**src/rtl/instruction_fetch_unit.sv**
```systemverilog
// Instruction fetch unit: drives the program counter, issues single-outstanding
// instruction-memory reads and queues returned words (with their PC) for decode.
module instruction_fetch_unit #(
  parameter int ADDR_W = 16,
  parameter int DATA_W = 16,
  parameter int DEPTH  = 2
) (
  input  logic              clk,
  input  logic              reset,
  input  logic [ADDR_W-1:0] pc_value,
  output logic              pc_enable,
  output logic              pc_load,
  output logic [ADDR_W-1:0] pc_in,
  input  logic              redirect_valid,
  input  logic [ADDR_W-1:0] redirect_addr,
  output logic              imem_req,
  output logic [ADDR_W-1:0] imem_addr,
  input  logic              imem_gnt,
  input  logic              imem_rvalid,
  input  logic [DATA_W-1:0] imem_rdata,
  output logic              ir_valid,
  output logic [DATA_W-1:0] ir_data,
  output logic [ADDR_W-1:0] ir_pc,
  input  logic              ir_ready
);

  // state | meaning
  // IDLE  | no request pending, waiting for FIFO space
  // REQ   | imem_req asserted at pc_value until granted
  // WAIT  | one request in flight, waiting for imem_rvalid
  typedef enum logic [1:0] {IDLE, REQ, WAIT} state_t;

  localparam int PW = (DEPTH > 1) ? $clog2(DEPTH) : 1;
  localparam int CW = $clog2(DEPTH + 1);

  state_t            state, state_nxt;
  logic              outstanding, outstanding_nxt;
  logic              drop, drop_nxt;
  logic [ADDR_W-1:0] fetch_pc, fetch_pc_nxt;

  logic [DATA_W-1:0] fifo_data [DEPTH];
  logic [ADDR_W-1:0] fifo_pc   [DEPTH];
  logic [PW-1:0]     wr_ptr, rd_ptr;
  logic [CW-1:0]     count, count_after;
  logic [CW:0]       occupancy;
  logic              resp, push, pop, space;

  assign resp        = imem_rvalid & outstanding;
  assign push        = resp & ~drop & ~redirect_valid;
  assign pop         = ir_valid & ir_ready;
  assign count_after = count + CW'(push) - CW'(pop);
  assign space       = count_after < CW'(DEPTH);
  assign occupancy   = {1'b0, count} + {{CW{1'b0}}, outstanding};

  assign ir_valid = (count != '0);
  assign ir_data  = fifo_data[rd_ptr];
  assign ir_pc    = fifo_pc[rd_ptr];

  always_ff @(posedge clk or posedge reset) begin
    if (reset) begin
      state       <= IDLE;
      outstanding <= 1'b0;
      drop        <= 1'b0;
      fetch_pc    <= '0;
    end else begin
      state       <= state_nxt;
      outstanding <= outstanding_nxt;
      drop        <= drop_nxt;
      fetch_pc    <= fetch_pc_nxt;
    end
  end

  always_comb begin
    state_nxt       = state;
    outstanding_nxt = outstanding;
    drop_nxt        = drop;
    fetch_pc_nxt    = fetch_pc;
    imem_req        = 1'b0;
    imem_addr       = '0;
    pc_enable       = 1'b0;
    pc_load         = 1'b0;
    pc_in           = '0;

    case (state)
      IDLE: begin
        if (!redirect_valid && occupancy < (CW+1)'(DEPTH))
          state_nxt = REQ;
      end
      REQ: begin
        imem_req  = 1'b1;
        imem_addr = pc_value;
        if (imem_gnt) begin
          pc_enable       = 1'b1;
          fetch_pc_nxt    = pc_value;
          outstanding_nxt = 1'b1;
          state_nxt       = WAIT;
        end
      end
      WAIT: begin
        if (resp) begin
          outstanding_nxt = 1'b0;
          drop_nxt        = 1'b0;
          state_nxt       = space ? REQ : IDLE;
        end
      end
      default: state_nxt = IDLE;
    endcase

    // Redirect overrides the increment; a request still in flight is marked for discard.
    if (redirect_valid) begin
      pc_enable = 1'b1;
      pc_load   = 1'b1;
      pc_in     = redirect_addr;
      if (outstanding_nxt) begin
        state_nxt = WAIT;
        drop_nxt  = 1'b1;
      end else begin
        state_nxt = IDLE;
        drop_nxt  = 1'b0;
      end
    end
  end

  always_ff @(posedge clk or posedge reset) begin
    if (reset) begin
      wr_ptr <= '0;
      rd_ptr <= '0;
      count  <= '0;
      for (int i = 0; i < DEPTH; i++) begin
        fifo_data[i] <= '0;
        fifo_pc[i]   <= '0;
      end
    end else if (redirect_valid) begin
      wr_ptr <= '0;
      rd_ptr <= '0;
      count  <= '0;
    end else begin
      if (push) begin
        fifo_data[wr_ptr] <= imem_rdata;
        fifo_pc[wr_ptr]   <= fetch_pc;
        wr_ptr            <= wr_ptr + PW'(1);
      end
      if (pop)
        rd_ptr <= rd_ptr + PW'(1);
      count <= count_after;
    end
  end

endmodule

```
**config.mk**
```make
export PLATFORM = sky130hd
export DESIGN_NAME = instruction_fetch_unit
export DESIGN_NICKNAME = d
export VERILOG_FILES = /design/src/rtl/instruction_fetch_unit.sv
export SDC_FILE = /design/constraint.sdc
export NUM_CORES = 1
export LEC_CHECK = 0
export CAP_MARGIN = 25
export CELL_PAD_IN_SITES_DETAIL_PLACEMENT = 0
export CELL_PAD_IN_SITES_GLOBAL_PLACEMENT = 2
export CORE_MARGIN = 8
export CORE_UTILIZATION = 34
export CTS_CLUSTER_SIZE = 16
export DETAILED_ROUTE_END_ITERATION = 10
export GPL_TIMING_DRIVEN = 0
export PLACE_DENSITY_LB_ADDON = 0.1
export RECOVER_POWER = 50
export SETUP_SLACK_MARGIN = 0.2
export SLEW_MARGIN = 20
export SYNTH_ARGS = -nofsm -noshare
export SYNTH_HDL_FRONTEND = slang
export SYNTH_SLANG_ARGS = --single-unit
```
**constraint.sdc**
```tcl
create_clock -name clk -period 7.8 [get_ports clk]
set_input_delay 0.78 -clock clk [delete_from_list [all_inputs] [get_ports clk]]
set_output_delay 0.78 -clock clk [all_outputs]
set_load 0.005 [all_outputs]
```
After elaboration in Yosys (flattened, before gate mapping)
Cells that the tools add are included.
{"block": "totals", "elab_cells": 83, "ff_bits": 88, "output_inout_bits": 68}
{"block": "classes", "reduce_logical": 13, "order_cmp": 5, "n_addsub": 5, "eq_ne": 5, "bitwise": 8, "muxes": 36}
{"cell": "$mux W16", "n": 9}
{"cell": "$bwmux W32", "n": 2}
{"cell": "$demux W16 S1", "n": 1}
{"cell": "$mux W1", "n": 16}
{"cell": "$mux W2", "n": 6}
{"cell": "$reduce_bool A2 Y1", "n": 5}
{"cell": "$ne A3 B3 Y1 const B", "n": 3}
{"cell": "$pmux W2 S3", "n": 1}
{"cell": "$reduce_and A2 Y1", "n": 3}
{"cell": "$and A1 B1 Y1", "n": 4}
{"cell": "$ge A2 B2 Y1 const B", "n": 2}
{"cell": "$not A1 Y2", "n": 2}
{"cell": "$add A2 B1 Y3", "n": 1}
{"cell": "$lt A3 B2 Y1 const B", "n": 1}
{"cell": "$reduce_and A3 Y1", "n": 1}
{"cell": "$add A1 B1 Y1 const B", "n": 2}
{"cell": "$add A2 B1 Y2", "n": 1}
{"cell": "$eq A2 B1 Y1 const B", "n": 1}
{"cell": "$eq A2 B2 Y1 const B", "n": 1}
{"cell": "$logic_and A1 B1 Y1", "n": 2}
{"cell": "$logic_not A2 Y1", "n": 1}
{"cell": "$lt A2 B1 Y1 const B", "n": 1}
{"cell": "$lt A2 B2 Y1 const B", "n": 1}
{"cell": "$not A1 Y1", "n": 2}
{"cell": "other kinds (3)", "n": 3}

Depth between registers and ports, before layout
{"block": "depth", "ltp_word": 10, "depth_mapped": 10}

Least setup slack after synthesis
Ideal clock, no wire load.
{"block": "synth_timing", "path_type": "input to register", "start": "input redirect_valid", "end": "register state[0]", "path_buffers": 1, "arrival_time_ps": 2332, "required_ps": 7673, "path_slack_ps": 5340, "setup_time_ps": 127, "cell_stages": 10, "cell_sequence": "buf_2 nor3_2 inv_2 ha_1 inv_1 ha_1 xnor3_1 a21oi_1 nor3_1 mux2_1"}
{"block": "synth_via", "elab_chain_len": 9}
{"item": "from (decl)", "line_no": "14", "rtl": "input logic redirect_valid,"}
{"item": "$not A1 Y1 (no source line)"}
{"item": "$and A1 B1 Y1", "line_no": "49", "rtl": "assign push = resp & ~drop & ~redirect_valid;"}
{"item": "$add A2 B1 Y2", "line_no": "51", "rtl": "assign count_after = count + CW'(push) - CW'(pop);"}
{"item": "$sub A2 B1 Y2", "line_no": "51"}
{"item": "$lt A2 B2 Y1", "line_no": "52", "rtl": "assign space = count_after < CW'(DEPTH);"}
{"item": "$mux W1", "line_no": "103", "rtl": "state_nxt = space ? REQ : IDLE;"}
{"item": "$mux W2", "line_no": "100", "rtl": "if (resp) begin"}
{"item": "$pmux W2 S3", "line_no": "84", "rtl": "case (state)"}
{"item": "$mux W2", "line_no": "110", "rtl": "if (redirect_valid) begin"}
{"item": "to (signal assigned)", "line_no": "66", "rtl": "state <= state_nxt;"}
{"item": "to (decl)", "line_no": "36", "rtl": "state_t state, state_nxt;"}
Several ways; a longest one is shown, not always the timed one. The select of a mux whose other input is x is not followed.
A chain may end at the register's enable or synchronous reset.

==> qor.log <==
[finish] count of filler cells inserted in the layout 1103
[global_route] gr ovfl total 0
[setup_path] maximum single-stage delay on the critical path 1.89 ns
[synthesis] gate count of the mapped netlist 293
[cts] count of clock tree sinks 88
[finish] antenna cell count 0
[floorplanning] CORE AREA 12060 µm²
[finish] synthesis-to-finish area growth 38.42%
[route] DRC errors left 0
[timing] RSZ-0062 raised after global routing false
[cts] clock-pin slew on the worst setup and hold paths 0.06 ns
[timing] Final Hold Fails 0
[pwr] leakage power 2.648 nW
[setup_path] Worst Path Max Fanout 48
[setup_path] depth of the worst register-to-register path 10
[route] antenna violation net count after detailed routing 0
[setup_path] endpoint of the lowest-slack register-to-register path state[0]
[cts] clock latency of the later-clocked register in the worst-skew pair 0.34 ns
[synthesis] share of the synthesized area in the top cell type 52.21%
[synthesis] biggest area consumer among synthesized cells sky130_fd_sc_hd__dfrtp_1
[route] overall via count from detail_route 2680
[synthesis] top cells by instance count after synthesis 88 x sky130_fd_sc_hd__dfrtp_1, 52 x sky130_fd_sc_hd__mux2_2, 33 x sky130_fd_sc_hd__and2_1, 31 x sky130_fd_sc_hd__mux2_1, 30 x sky130_fd_sc_hd__mux2_4
[timing] clock skew 0.007053 ns
[global_route] largest net degree at the start of global routing 49
[synthesis] main area contributors after synthesis sky130_fd_sc_hd__dfrtp_1 52%, sky130_fd_sc_hd__mux2_2 14%, sky130_fd_sc_hd__mux2_4 11%
[cts] Inserted Clock Buffers 9
[setup_path] library cell contributing the largest single delay on the critical path sky130_fd_sc_hd__clkbuf_1
[cts] clock tree from TritonCTS built
[cts] post-CTS sizing 0
[synthesis] number of flip-flops and latches in the synthesized netlist 88
[timing] slew of the pin with the lowest slew margin 2.558 ns
[setup_path] RR Startpoint outstanding
[cts] clock tree buffer depth 2
[floorplanning] number of rows in the core area 40
[setup_path] required time at the endpoint of the critical path 7.70 ns
[finish] total number of nets in the final design 485
[synthesis] most frequently used flop master after synthesis sky130_fd_sc_hd__dfrtp_1
[pwr] Clk network pwr share 23.7%
[synthesis] most used standard cell by instance count after synthesis sky130_fd_sc_hd__dfrtp_1
[synthesis] proportion of synthesized flip-flops having asynchronous set or reset 100.0%
[floorplanning] die area 16230 µm²
[setup_path] Critical path destination fifo_pc[17]
[synthesis] sequential share of the synthesized area 52.21%
[synthesis] total standard cell area after synthesis 4218 µm²
[hold_path] startpoint of the worst hold path fifo_pc[20]
[timing] share of the cycle needed by the critical path after routing 56.77%
[placement] routability congestion estimate from global placement 0.7446
[pwr] portion of total power attributed to sequential cells 38.3%
[global_route] number of global-route vias before repair 3055
[setup_path] R2R setup slack 5.44 ns
[pwr] switching power summed over all nets 0.5114 mW
[pwr] total power after layout 1.891 mW
[placement] number of buffers added on ports 120
[placement] placed wire-length estimate 7154 µm
[route] Vias/cell 4.489
[timing] final setup violation count 0
[pwr] Internal Power 1.379 mW
[synthesis] number of warnings printed during yosys synthesis 0
[timing] Max Clk Rate 225.8 MHz
[route] post-detailed-routing wire length 9920 µm
[pwr] logic gate share of total power 38.0%
[finish] proportion of layout cells with a drive suffix above 1 20.98%
[cts] clock root buffer master sky130_fd_sc_hd__clkbuf_16
[finish] final non-filler cell area 5838 µm²
[floorplanning] die width 127.4 µm
[timing] number of max-slew violations in the final report 91
[placement] Placed Instance Area 5659 µm²
[pwr] peak supply drop 0.1628 mV
[route] count of TritonRoute iterations in the first routing pass 4
[setup_path] startpoint class of the critical path primary input
[finish] non-filler cells, final 597
[timing] headroom to the max-slew limit -70.55%
[cts] number of H-tree levels 3
[timing] final critical-path required period 4.428 ns
[cts] number of hold-repair buffers added at the cts stage 0
[pwr] switching share of total power 27.05%
[status] violations in the final reports capacitance limit, slew limit
[setup_path] critical-path cell list dlygate4sd3_1 -> clkinvlp_2 -> clkbuf_1
[status] status finished, violations left
[synthesis] distinct cell type count after synthesis 33
[route] drt wl/cell 16.62 µm
[pwr] areal power density over the cells 323.8 nW/µm²
[synthesis] number of enable-type register cells in the synthesized netlist 0
[setup_path] category of the most critical setup path primary input to async pin
[global_route] overall fraction of global-route tracks in use 13.02%
[setup_path] element type at the critical path end async pin
[hold_path] min-delay worst type flop to flop
[setup_path] crit path DAT 4.33 ns
[global_route] initial antenna violation count 0
[synthesis] number of nets in the synthesized netlist 353
[floorplanning] number of ports placed on the die boundary 122
[flow_run] max-capacitance violation count 2
[global_route] wire length of the first global-routing pass 16590 µm
[setup_path] launch point of the critical path reset
[timing] Sum Neg Setup Slack 0 ns
[synthesis] Avg Inst Size Synth 14.40 µm²
[route] DR iter-0 viols 98
[floorplanning] effective utilization at floorplan 34.97%
[floorplanning] chip height 127.4 µm
[placement] placed instance count 582
[cts] postcts setup bufs 0
registers in the layout, indices dropped and copies added (netlist names):
name / cells
fifo_data: 32
fifo_pc: 32
fetch_pc: 16
count: 2
state: 2
drop: 1
outstanding: 1
rd_ptr: 1
wr_ptr: 1
metal layers:
metal | GRT usage [%] | up-vias | wire (µm)
li1 | - | 1284 | -
met2 | 20.30 | 70 | 4675
met3 | 5.449 | 9 | 650
met4 | 3.919 | 0 | 151
met5 | 0 | - | 0
met1 | 16.06 | 1317 | 4442
through the flow:
stage	util, %	hold slack (ns)	worst slack, ns
CTS	49.43	0.4847	4.345
global placement	46.67	0.4627	3.257
finish	48.40	0.4810	3.372
floorplan	-	0.4541	4.741
global route	48.40	0.5002	2.541
detailed placement	46.92	0.4708	4.401
worst min path at each step:
stage | slack (ns) | depth (start not counted) | end
final | 0.48 | 1 | fifo_pc[20]
after global routing | 0.50 | 1 | fifo_data[17]
after CTS | 0.48 | 1 | fifo_data[17]
after detailed placement | 0.47 | 1 | fifo_data[17]
after global placement | 0.46 | 1 | fifo_data[17]
after floorplan | 0.45 | 1 | fifo_data[16]
power groups by stage:
stage                     clock, mW  combinational, mW  sequential [mW]
final                         0.448              0.718            0.725
after global routing          0.483              0.789            0.753
after CTS                     0.465              0.756            0.727
after detailed placement          0              0.750            0.734
after global placement            0              0.741            0.726
after floorplan                   0              0.404            0.704
worst max-delay path, delay by kind of cell:
| family | cells | cell delay, ns |
|---|---|---|
| buffers and inverters | 3 | 3.51 |
layout by cell type, fill, tap and decap left out:
cell and count:
sky130_fd_sc_hd__clkinv_1 1, sky130_fd_sc_hd__a22oi_1 1, sky130_fd_sc_hd__buf_4 1, sky130_fd_sc_hd__nor3b_1 2, sky130_fd_sc_hd__xnor3_1 1, sky130_fd_sc_hd__nor2_1 3, sky130_fd_sc_hd__a311o_1 1, sky130_fd_sc_hd__nor2b_1 1
sky130_fd_sc_hd__a21o_1 1, sky130_fd_sc_hd__a221oi_1 1, sky130_fd_sc_hd__clkinvlp_2 1, sky130_fd_sc_hd__clkinv_2 2, sky130_fd_sc_hd__nor3_1 2, sky130_fd_sc_hd__mux2_4 15, sky130_fd_sc_hd__dfrtp_1 88, sky130_fd_sc_hd__clkbuf_16 9
sky130_fd_sc_hd__buf_1 1, sky130_fd_sc_hd__dlygate4sd3_1 3, sky130_fd_sc_hd__mux2_2 52, sky130_fd_sc_hd__clkbuf_1 11, sky130_fd_sc_hd__xnor2_1 1, sky130_fd_sc_hd__mux2_1 46, sky130_fd_sc_hd__bufinv_16 2, sky130_fd_sc_hd__buf_2 4
sky130_fd_sc_hd__or2_2 1, sky130_fd_sc_hd__inv_1 6, sky130_fd_sc_hd__nand2_1 4, sky130_fd_sc_hd__ha_1 6, sky130_fd_sc_hd__or3_1 1, sky130_fd_sc_hd__clkdlybuf4s50_1 117, sky130_fd_sc_hd__a2111oi_0 1, sky130_fd_sc_hd__o211ai_1 1
sky130_fd_sc_hd__a21oi_1 3, sky130_fd_sc_hd__and2_1 33, sky130_fd_sc_hd__o21ai_0 3, sky130_fd_sc_hd__buf_6 3
logic make-up after synthesis:
logic type,share of synthesized area [%]
buf+inv,3.560
compound gates,1.899
flops,52.21
simple gates,6.971
mux,32.84
fa+ha+maj,1.780
xor+xnor,0.7416
final cells by class:
cell class,count,area (µm²),share of cell area [%]
repair buffers,121,1205,20.64
clock inverters,4,70.07,1.200
flip-flops and latches,88,2202,37.72
clock buffers,11,232.7,3.986
plain buffers,17,95.09,1.629
multi-input cells,180,1792,30.69
well taps,168,210.2,3.601
inverters,8,31.28,0.5358
Note: power is estimated with default switching activity, not from simulation.
==> RTL change 1: new RTL, config.mk and constraints unchanged <==
Re-encode `state_t` (3 states) as one-hot, 3 bits wide.
--- a/src/rtl/instruction_fetch_unit.sv
+++ b/src/rtl/instruction_fetch_unit.sv
@@ -30,3 +30,3 @@
   // WAIT  | one request in flight, waiting for imem_rvalid
-  typedef enum logic [1:0] {IDLE, REQ, WAIT} state_t;
+  typedef enum logic [2:0] {IDLE = 3'b001, REQ = 3'b010, WAIT = 3'b100} state_t;
 
Check against the original RTL: no difference found for any inputs over 4 cycles, from zero or initial values and one cycle with reset high; so few cycles prove little.
==> RTL change 1 against the unedited design <==
The flow still finishes with violations (max-capacitance violations, max-slew violations). Design area fell by 1.1%. Routed wire length is 3.0% lower. Non-clock buffer count increased by 1. Critical path depth did not move. Worst setup slack worse by 0.0050 ns. Sequential cell count rose by 1. Power grew 7.4%. Area after synthesis is 2.3% lower. Critical path type unchanged. Largest cell class unchanged.
==> RTL change 1: results (changes against the unedited design) <==
\begin{tabular}{lr}
\hline
Metric & Value \\
\hline
\multicolumn{2}{l}{\textbf{Status}} \\
Status & complete, but fails checks \\
Failing checks & max-capacitance violations, max-slew violations \\
\multicolumn{2}{l}{\textbf{Cells and area}} \\
Multi-input gate share of the layout cell area & 0.297 (-0.00948) \\
Clock network area share & 0.0516 (-0.000271) \\
Fill count & 1,117 (+1.3\%) \\
Count of non-CTS inverters in the layout & 7 (-1) \\
Share of post-route cells with drive strength above 1 & 0.326 (+0.117) \\
Post-route cell area & 5770 µm² (-1.1\%) \\
Signal buffers share of area & 0.228 (+0.00559) \\
\multicolumn{2}{l}{\textbf{Worst setup path}} \\
Reg-to-reg slack, setup & 5.50 ns (+0.06 ns) \\
Crit-path max FO & 50 (+4.2\%) \\
Slowest stage delay, CP & 1.95 ns (+0.06 ns) \\
Critical R2R Capture & fetch\_pc[0] \\
R2R Path Start & state[2] \\
Number of cells traversed by the worst register-to-register path & 5 (-5) \\
\multicolumn{2}{l}{\textbf{STA}} \\
Final slew viol count & 92 (+1.1\%) \\
Clk\_skew & 0.00606 ns (-0.000993 ns) \\
\multicolumn{2}{l}{\textbf{Route}} \\
Wirelength per Cell & 16.5 µm (-0.52\%) \\
Number of vias per cell & 4.68 (+4.3\%) \\
Routed WL & 9620 µm (-3.0\%) \\
DRT iter0 DRCs & 92 (-6.1\%) \\
\multicolumn{2}{l}{\textbf{Placed design}} \\
Pre-CTS setup slack & 4.49 ns (+0.0862 ns) \\
GP Congestion & 0.739 (-0.71\%) \\
Half-perimeter wire length after placement & 7080 µm (-1.1\%) \\
Placed cells & 566 (-2.7\%) \\
Cell area after placement & 5540 µm² (-2.2\%) \\
\multicolumn{2}{l}{\textbf{GRT}} \\
Combined global-route utilization of all metal layers & 0.126 (-0.00389) \\
Wire length of the first global-routing pass & 15,800 µm (-4.8\%) \\
Number of global-route vias before repair & 3,003 (-1.7\%) \\
\multicolumn{2}{l}{\textbf{Logic synthesis}} \\
Mux share of post-synthesis cell area & 0.306 (-0.0223) \\
Share of synthesized area occupied by flip-flops and latches & 0.541 (+0.0187) \\
\multicolumn{2}{l}{\textbf{Run}} \\
Number of maximum-capacitance constraint violations & 2 (unchanged) \\
\multicolumn{2}{l}{\textbf{Min path}} \\
Hold endpoint & fifo\_pc[24] \\
Startpoint of the most critical hold path & fifo\_pc[24] \\
\multicolumn{2}{l}{\textbf{Pwr}} \\
Fraction of power spent switching nets & 0.271 (+0.000961) \\
Worst-case vdd ir drop & 197 µV (+21\%) \\
\hline
\end{tabular}
-- RTL change 1: power groups by stage --
stage / registers (mW) / clock network [mW] / logic (mW)
6_report: 0.785 / 0.428 / 0.817
3_3_place_gp: 0.787 / 0 / 0.834
5_1_grt: 0.816 / 0.459 / 0.893
2_1_floorplan: 0.762 / 0 / 0.472
3_5_place_dp: 0.798 / 0 / 0.840
4_1_cts: 0.789 / 0.443 / 0.846
-- RTL change 1: how the worst max path moves through the flow --
stage,start,end,slack [ns]
final,reset,fifo_pc[19],3.37
after global routing,reset,fifo_pc[3],2.46
after CTS,state[2],imem_addr[0],4.41
after detailed placement,imem_gnt,pc_enable,4.49
after global placement,reset,fifo_pc[22],3.28
after floorplan,reset,count[0],4.71
-- RTL change 1: per-layer routing --
metal  vias to the layer above  share of wire  GRT usage
li1                       1291              -          -
met1                      1364           0.42      0.144
met2                        59           0.50      0.210
met3                        12          0.061     0.0464
met4                         0          0.018     0.0531
met5                         -              0          0
==> RTL change 2: new RTL, config.mk and constraints unchanged <==
Made on the original files. Set the parameter `DATA_W` to 20 (it was 16).
--- a/src/rtl/instruction_fetch_unit.sv
+++ b/src/rtl/instruction_fetch_unit.sv
@@ -4,3 +4,3 @@
   parameter int ADDR_W = 16,
-  parameter int DATA_W = 16,
+  parameter int DATA_W = 20,
   parameter int DEPTH  = 2
Ports: changed (resized imem_rdata and ir_data); port bits go from 122 to 130. No check against the original RTL was run, so the function may have changed too.
==> RTL change 2 against the unedited design <==
The run still ends with max-capacitance violations, max-slew violations left. Sequential cell count increased by 8. Via count increased by 8.3%. Worst setup slack improved by 1.0 ns. Critical path depth increased by 2. Fmax increased by 30%. Synthesized cell count increased by 6.8%. Design area increased by 8.7%. Power increased by 8.7%. Worst hold slack improved by 0.016 ns. Area after synthesis increased by 8.8%. Core utilization decreased by 0.30 points. Routed wire length increased by 8.5%. Combinational power increased by 18%. Largest power group is now combinational cells. Highest routed layer unchanged.
==> RTL change 2: results (changes against the unedited design) <==
\begin{tabular}{lr}
\hline
Metric & Value \\
\hline
\multicolumn{2}{l}{\textbf{GRT}} \\
Number of global-route vias before repair & 3,325 (+8.8\%) \\
Combined global-route utilization of all metal layers & 0.130 (about the same) \\
Wire length of the first global-routing pass & 18,100 µm (+8.8\%) \\
\multicolumn{2}{l}{\textbf{Worst setup path}} \\
Slowest stage cell on the critical path & sky130\_fd\_sc\_hd\_\_dlygate4sd3\_1 \\
Last element of the critical path & pc\_enable \\
Crit-path max FO & 10 (-79\%) \\
Reg-to-reg slack, setup & 5.55 ns (+0.11 ns) \\
Launch point of the worst path & imem\_gnt \\
Slowest stage delay, CP & 0.58 ns (-1.31 ns) \\
Data arrival time of the critical path & 2.63 ns (-1.70 ns) \\
\multicolumn{2}{l}{\textbf{STA}} \\
Hold Slack & 0.497 ns (+0.0157 ns) \\
Share of the clock period used by the worst path & 0.438 (-0.130) \\
Clk\_skew & 0.00877 ns (+0.00171 ns) \\
Final slew viol count & 32 (-65\%) \\
\multicolumn{2}{l}{\textbf{Pwr}} \\
Worst-case vdd ir drop & 116 µV (-29\%) \\
Final Power & 2.05 mW (+8.7\%) \\
Proportion of power drawn by the clock network & 0.199 (-0.038) \\
Logic power comb & 849 µW (+18\%) \\
Int Pwr & 1.49 mW (+8.2\%) \\
\multicolumn{2}{l}{\textbf{Route}} \\
Overall via count from detail\_route & 2,903 (+8.3\%) \\
DRT iter0 DRCs & 103 (+5.1\%) \\
\multicolumn{2}{l}{\textbf{Logic synthesis}} \\
Complex-gate fraction of the synthesized area & 0.0180 (-0.000997) \\
Mux share of post-synthesis cell area & 0.331 (+0.00276) \\
Largest cells by area after synthesis & sky130\_fd\_sc\_hd\_\_dfrtp\_1, sky130\_fd\_sc\_hd\_\_mux2\_2, sky130\_fd\_sc\_hd\_\_mux2\_4 \\
Synth Area in Adders & 0.0164 (-0.00145) \\
Syn nets & 377 (+6.8\%) \\
Most frequent cells after synthesis & sky130\_fd\_sc\_hd\_\_dfrtp\_1, sky130\_fd\_sc\_hd\_\_mux2\_2, sky130\_fd\_sc\_hd\_\_and2\_1 \\
Mean cell area of the mapped netlist & 14.7 µm² (+1.9\%) \\
Count of different cell masters after synthesis & 35 (+6.1\%) \\
Synthesized-area fraction occupied by xor and xnor cells & 0.00681 (-0.000602) \\
\multicolumn{2}{l}{\textbf{Placed design}} \\
Placed cells & 618 (+6.2\%) \\
Cell area after placement & 6120 µm² (+8.2\%) \\
Pre-CTS setup slack & 4.48 ns (+0.0821 ns) \\
Half-perimeter wire length after placement & 7730 µm (+8.1\%) \\
GP Congestion & 0.704 (-5.5\%) \\
\multicolumn{2}{l}{\textbf{Cells and area}} \\
Share of post-route cells with drive strength above 1 & 0.332 (+0.122) \\
Layout Nets & 517 (+6.6\%) \\
Count of non-filler cells in the finished layout & 634 (+6.2\%) \\
\multicolumn{2}{l}{\textbf{Run}} \\
Number of maximum-capacitance constraint violations & 1 (-1) \\
\multicolumn{2}{l}{\textbf{Status}} \\
Status & complete, but fails checks \\
Failing checks & max-capacitance violations, max-slew violations \\
\hline
\end{tabular}
RTL change 2: cell types whose count changed after synthesis, moves of 3 or more:
cell / delta
sky130_fd_sc_hd__buf_6: -3
sky130_fd_sc_hd__mux2_1: -29
sky130_fd_sc_hd__buf_8: +3
sky130_fd_sc_hd__mux2_2: +41
sky130_fd_sc_hd__dfrtp_1: +8
RTL change 2: cell type report:
cell class | count | area, µm²
Buffer | 17 | 110
Clock buffer | 14 | 254
Clock inverter | 2 | 15.0
Fill cell | 1227 | 6850
Inverter | 8 | 31.3
Multi-Input combinational cell | 192 | 2000
Sequential cell | 96 | 2400
Tap cell | 176 | 220
Timing Repair Buffer | 129 | 1310
RTL change 2: worst max-delay path, delay by kind of cell:
kind	cells	cell delay [ns]
buf+inv	3	1.42
simple gates	2	0.42
RTL change 2: metal layers:
layer,part of all wire,track usage,vias to the layer above
met3,0.065,0.0457,11
li1,-,-,1374
met4,0.016,0.0530,0
met1,0.45,0.158,1448
met5,0,0,-
met2,0.47,0.206,70
